**src/rtl/counter_share_arbiter.sv**
```systemverilog
// Round-robin shared counter: N_REQ requesters issue READ/INC/ADD/LOAD ops.
// Define COUNTER_SHARE_SAT_EN for saturating arithmetic and a sat_hit output.
module counter_share_arbiter #(
  parameter  int N_REQ = 4,
  parameter  int WIDTH = 8,
  localparam int ID_W  = $clog2(N_REQ)
) (
  input  logic               clock,
  input  logic               reset,
  input  logic [N_REQ-1:0]   req,
  input  logic [2*N_REQ-1:0] op,
  input  logic [WIDTH*N_REQ-1:0] din,
  input  logic               auto_inc,
  output logic [N_REQ-1:0]   ack,
  output logic               rsp_valid,
  output logic [ID_W-1:0]    rsp_id,
  output logic [WIDTH-1:0]   rsp_data,
  output logic [WIDTH-1:0]   count
`ifdef COUNTER_SHARE_SAT_EN
  ,
  output logic               sat_hit
`endif
);

  typedef enum logic [1:0] {
    OP_READ = 2'b00,
    OP_INC  = 2'b01,
    OP_ADD  = 2'b10,
    OP_LOAD = 2'b11
  } op_e;

  logic [ID_W-1:0]  ptr;
  logic [N_REQ-1:0] mask;
  logic [N_REQ-1:0] elig;
  logic [ID_W-1:0]  win;
  logic [ID_W-1:0]  ptr_nxt;
  logic             found;
  logic [N_REQ-1:0] oh;
  op_e              op_w;
  logic [WIDTH-1:0] din_w;
  logic [WIDTH-1:0] addend;
  logic [WIDTH-1:0] load_val;
  logic             use_add;
  logic [WIDTH-1:0] sum;
  logic [WIDTH-1:0] count_nxt;

  function automatic logic [ID_W-1:0] rot(
    input logic [ID_W-1:0] p,
    input int              k
  );
    int s;
    s = int'(p) + k;
    if (s >= N_REQ) s = s - N_REQ;
    return ID_W'(s);
  endfunction

  assign elig = req & ~mask;

  // Scan from the far end so the lowest offset from ptr wins.
  always_comb begin
    win   = '0;
    found = 1'b0;
    for (int k = N_REQ - 1; k >= 0; k--) begin
      if (elig[rot(ptr, k)]) begin
        win   = rot(ptr, k);
        found = 1'b1;
      end
    end
  end

  assign ptr_nxt = (int'(win) == N_REQ - 1) ? '0 : win + 1'b1;
  assign oh      = N_REQ'(1) << win;
  assign op_w    = op_e'(op[2*int'(win) +: 2]);
  assign din_w   = din[WIDTH*int'(win) +: WIDTH];

  always_comb begin
    use_add  = 1'b0;
    addend   = WIDTH'(1);
    load_val = count;
    if (found) begin
      unique case (op_w)
        OP_READ: load_val = count;
        OP_INC:  use_add  = 1'b1;
        OP_ADD: begin
          use_add = 1'b1;
          addend  = din_w;
        end
        OP_LOAD: load_val = din_w;
      endcase
    end else if (auto_inc) begin
      use_add = 1'b1;
    end
  end

`ifdef COUNTER_SHARE_SAT_EN
  logic [WIDTH:0] sum_ext;
  logic           clip;
  assign sum_ext = {1'b0, count} + {1'b0, addend};
  assign clip    = use_add & sum_ext[WIDTH];
  assign sum     = sum_ext[WIDTH] ? {WIDTH{1'b1}} : sum_ext[WIDTH-1:0];

  always_ff @(posedge clock or posedge reset) begin
    if (reset) sat_hit <= 1'b0;
    else       sat_hit <= clip;
  end
`else
  assign sum = count + addend;
`endif

  assign count_nxt = use_add ? sum : load_val;

  always_ff @(posedge clock or posedge reset) begin
    if (reset) begin
      count     <= '0;
      ptr       <= '0;
      mask      <= '0;
      ack       <= '0;
      rsp_valid <= 1'b0;
      rsp_id    <= '0;
      rsp_data  <= '0;
    end else begin
      count <= count_nxt;
      if (found) begin
        ptr       <= ptr_nxt;
        mask      <= oh;
        ack       <= oh;
        rsp_valid <= 1'b1;
        rsp_id    <= win;
        rsp_data  <= count_nxt;
      end else begin
        mask      <= '0;
        ack       <= '0;
        rsp_valid <= 1'b0;
      end
    end
  end

endmodule
```
**config.mk**
```make
export PLATFORM = sky130hd
export DESIGN_NAME = counter_share_arbiter
export DESIGN_NICKNAME = d
export VERILOG_FILES = /design/src/rtl/counter_share_arbiter.sv
export SDC_FILE = /design/constraint.sdc
export NUM_CORES = 1
export LEC_CHECK = 0
export CAP_MARGIN = 20
export CORE_MARGIN = 10
export CORE_UTILIZATION = 46
export DETAILED_ROUTE_END_ITERATION = 6
export PLACE_DENSITY_LB_ADDON = 0.05
export SKIP_LAST_GASP = 1
export SLEW_MARGIN = 20
export SYNTH_ARGS = -nofsm -noshare
export SYNTH_HDL_FRONTEND = slang
export SYNTH_SLANG_ARGS = --single-unit
```
**constraint.sdc**
```tcl
create_clock -name clock -period 5.3 [get_ports clock]
set_input_delay 1.06 -clock clock [delete_from_list [all_inputs] [get_ports clock]]
set_output_delay 1.06 -clock clock [all_outputs]
set_load 0.02 [all_outputs]
```
==> run metrics <==
initial antenna violation count=0; multi-input combinational cell area=1290 um2; count of different cell masters after synthesis=between 50 and 60; antenna viol nets, final=0; I/O Buffers=69; setup_tns=0 ns; post_cts resized=0; hold-fix buffers at CTS=0; clk root buf=clkbuf_8; Synth Cell Area=2010 um2; Final Util=0.691; Die H=86.0 um; Post-synth EDFFs=0; critical path launch point type=primary input; area grow syn2layout=41.8%; hpwl dp=~5000 um; crit-path max FO=6; die width=86.0 um; clock-pin slew on the worst setup and hold paths=0.10 ns; RSZ-0062 raised after global routing=no; share of layout cells above drive strength 1=0.120; endpoints failing setup=0; CTS tree=done; CTS Buf Count=3; min cycle time layout=4.65 ns; Post-CTS Repair Setup Buffers=0; clk sinks=25; gpl congestion=0.901; Max Cap Violations=0; status=finished, final reports clean; GR Util met1=0.196; fill count=346; grt ovf=0; Starting Density=0.487; clk_lat worst skew=0.27 ns; Pre-Repair DR Iteration Count=4; CTS HTree Levels=1; Final nets=between 300 and 400; syn avg cell area=9.24 um2; Synth Instances=217; row count=23; first-pass GRT wire length=10,100 um; Seq cells post-synth=25; post-synthesis sequential area ratio=0.312; hold crit path type=reg2reg; Ports=70; PD cells=766 nW/um2; largest net degree at the start of global routing=26; final clock skew=~0.0033 ns; antenna diode count=0; # DRC=0; relative slew slack=0.624; gr busiest metal=met2; Leak=between 0.001 and 0.0015 uW; routed via count=around 1,900; Peak VDD IR=0.392 mV; fmax=0.215 GHz; Yosys top cell by area=dfrtp_1; Setup Crit Path Kind=in2reg; crit share post-route=0.877; Slew @ Worst Pin=0.558 ns; final hold violations=0; Yosys Warn Count=0; register area=626 um2; Max Root-Sink Buffers=2; number of slew-limit violations in the final report=0; Worst EP required=5.47 ns; full die area=between 7000 and 8000 um2; GR Util met2=0.289; Top FF cell, synth=dfrtp_1; crit path DAT=between 4 and 5 ns; Post-synth ARST share=1.00; vias per std cell=around 5.5; Crit. End Element=flip-flop; WL per Instance=17.9 um; initial drt markers=121; vias in the first global route=slightly below 2,000; area share of the largest cell type after synthesis=0.312; syn nets=around 280; GRT Total Usage=0.168; Synth area leaders=dfrtp_1 (31%), ha_1 (8.1%), mux2i_1 (7.5%); core area=4120 um2; met3 usage=0.0549; final wirelength=6110 um
## area by class of cell
type,instances,area share
multi-input cells,172,0.453
repair buffers,77,0.271
flip-flops and latches,25,0.220
well taps,50,0.0220
inverters,13,0.0180
clock buffers,4,0.0158
## worst paths after layout
check / to / cells past startpoint / slack (ns) / from
min in group asynchronous: rsp_id[1]$_DFFE_PP0N_ / 2 / 1.01 / reset
hold / removal: rsp_id[0]$_DFFE_PP0N_ / 2 / 0.50 / rsp_id[0]$_DFFE_PP0N_
hold reg to reg: rsp_id[0]$_DFFE_PP0N_ / 2 / 0.50 / rsp_id[0]$_DFFE_PP0N_
setup reg to reg: rsp_data[6]$_DFFE_PP0N_ / 18 / 1.41 / mask[0]$_DFF_PP0_
setup / recovery: rsp_data[6]$_DFFE_PP0N_ / 19 / 0.65 / req[0]
max in group asynchronous: count[2]$_DFF_PP0_ / 3 / 3.92 / reset
## cells in the final DEF, fill, tap and decap left out, drive strengths merged, types with 4 or more instances in the layout
master / count
clkdlybuf4s50: 69
dfrtp: 25
nand2: 17
nor2: 16
mux2i: 15
ha: 13
o21ai: 13
inv: 12
mux2: 11
nand3: 10
a21oi: 8
buf: 8
and2: 7
nand2b: 6
a31oi: 5
xnor2: 4
o211ai: 4
o22ai: 4
nor2b: 4
clkbuf: 4
## cell usage after synthesis, drive strengths merged, types with 3 or more instances
cell type / count
inv: 13
o211ai: 4
nor2b: 4
and2: 7
o22ai: 4
nand3: 10
nor2: 16
a211oi: 3
a21oi: 8
a31oi: 5
ha: 13
nand2: 17
buf: 4
o21ai: 13
nand2b: 6
mux2: 11
mux2i: 15
and3: 3
xnor2: 4
clkbuf: 3
dfrtp: 25
## through the flow
stage | hold WS (ns) | setup WS (ns) | total power, uW | instance area [um2] | cells
4_1_cts | 0.498 | 0.627 | 2190 | 2820 | 340
6_report | 0.498 | 0.654 | 2180 | 2840 | 341
2_1_floorplan | 0.528 | 0.899 | 1550 | 2010 | 217
3_5_place_dp | 0.464 | 0.318 | 2060 | 2770 | 336
3_3_place_gp | 0.469 | 0.439 | 2030 | 2770 | 336
5_1_grt | 0.513 | 0.343 | 2370 | 2840 | 341
## power breakdown
part / switching (uW) / leakage (uW) / internal, uW
Combinational: 899 / 0.000919 / 775
Sequential: 78.6 / 0.000295 / 304
Clock: 68.0 / 0.0000228 / 54.0
Total: 1050 / 0.00124 / 1130
## cell families (layout without fill, tap and decap cells)
kind of cell	Yosys count	count (layout)	share of synthesized area
flops	25	25	0.312
fa+ha+maj	14	14	0.0911
xor+xnor	6	6	0.0262
mux	26	26	0.138
compound gates	53	53	0.195
buf+inv	20	94	0.0455
simple gates	73	73	0.192
## registers in the layout, summed over array words and instances (netlist names)
signal and cells:
count 8, ptr 2, rsp_data 8, mask 4, rsp_valid 1, rsp_id 2
## critical path, cell delays in order
cell and delay, ns:
clkdlybuf4s50_1 0.49, nand3b_1 0.10, a311oi_1 0.46, nor2_1 0.14, buf_4 0.19, mux2i_1 0.11, a21oi_1 0.23, ha_1 0.22
nand2_1 0.06, buf_4 0.18, nor2_1 0.10, ha_1 0.27, nor2b_1 0.15, o21ai_0 0.14, nand2b_1 0.11, a21o_1 0.18
a21oi_1 0.17, xnor2_1 0.11, a221o_1 0.33
## routing by layer
layer	wire, um	share of wire
met1	2730	0.45
met2	2900	0.47
met3	420	0.069
met4	59	0.0096
met5	0	0
No activity file was read; power rests on OpenSTA's default activity.
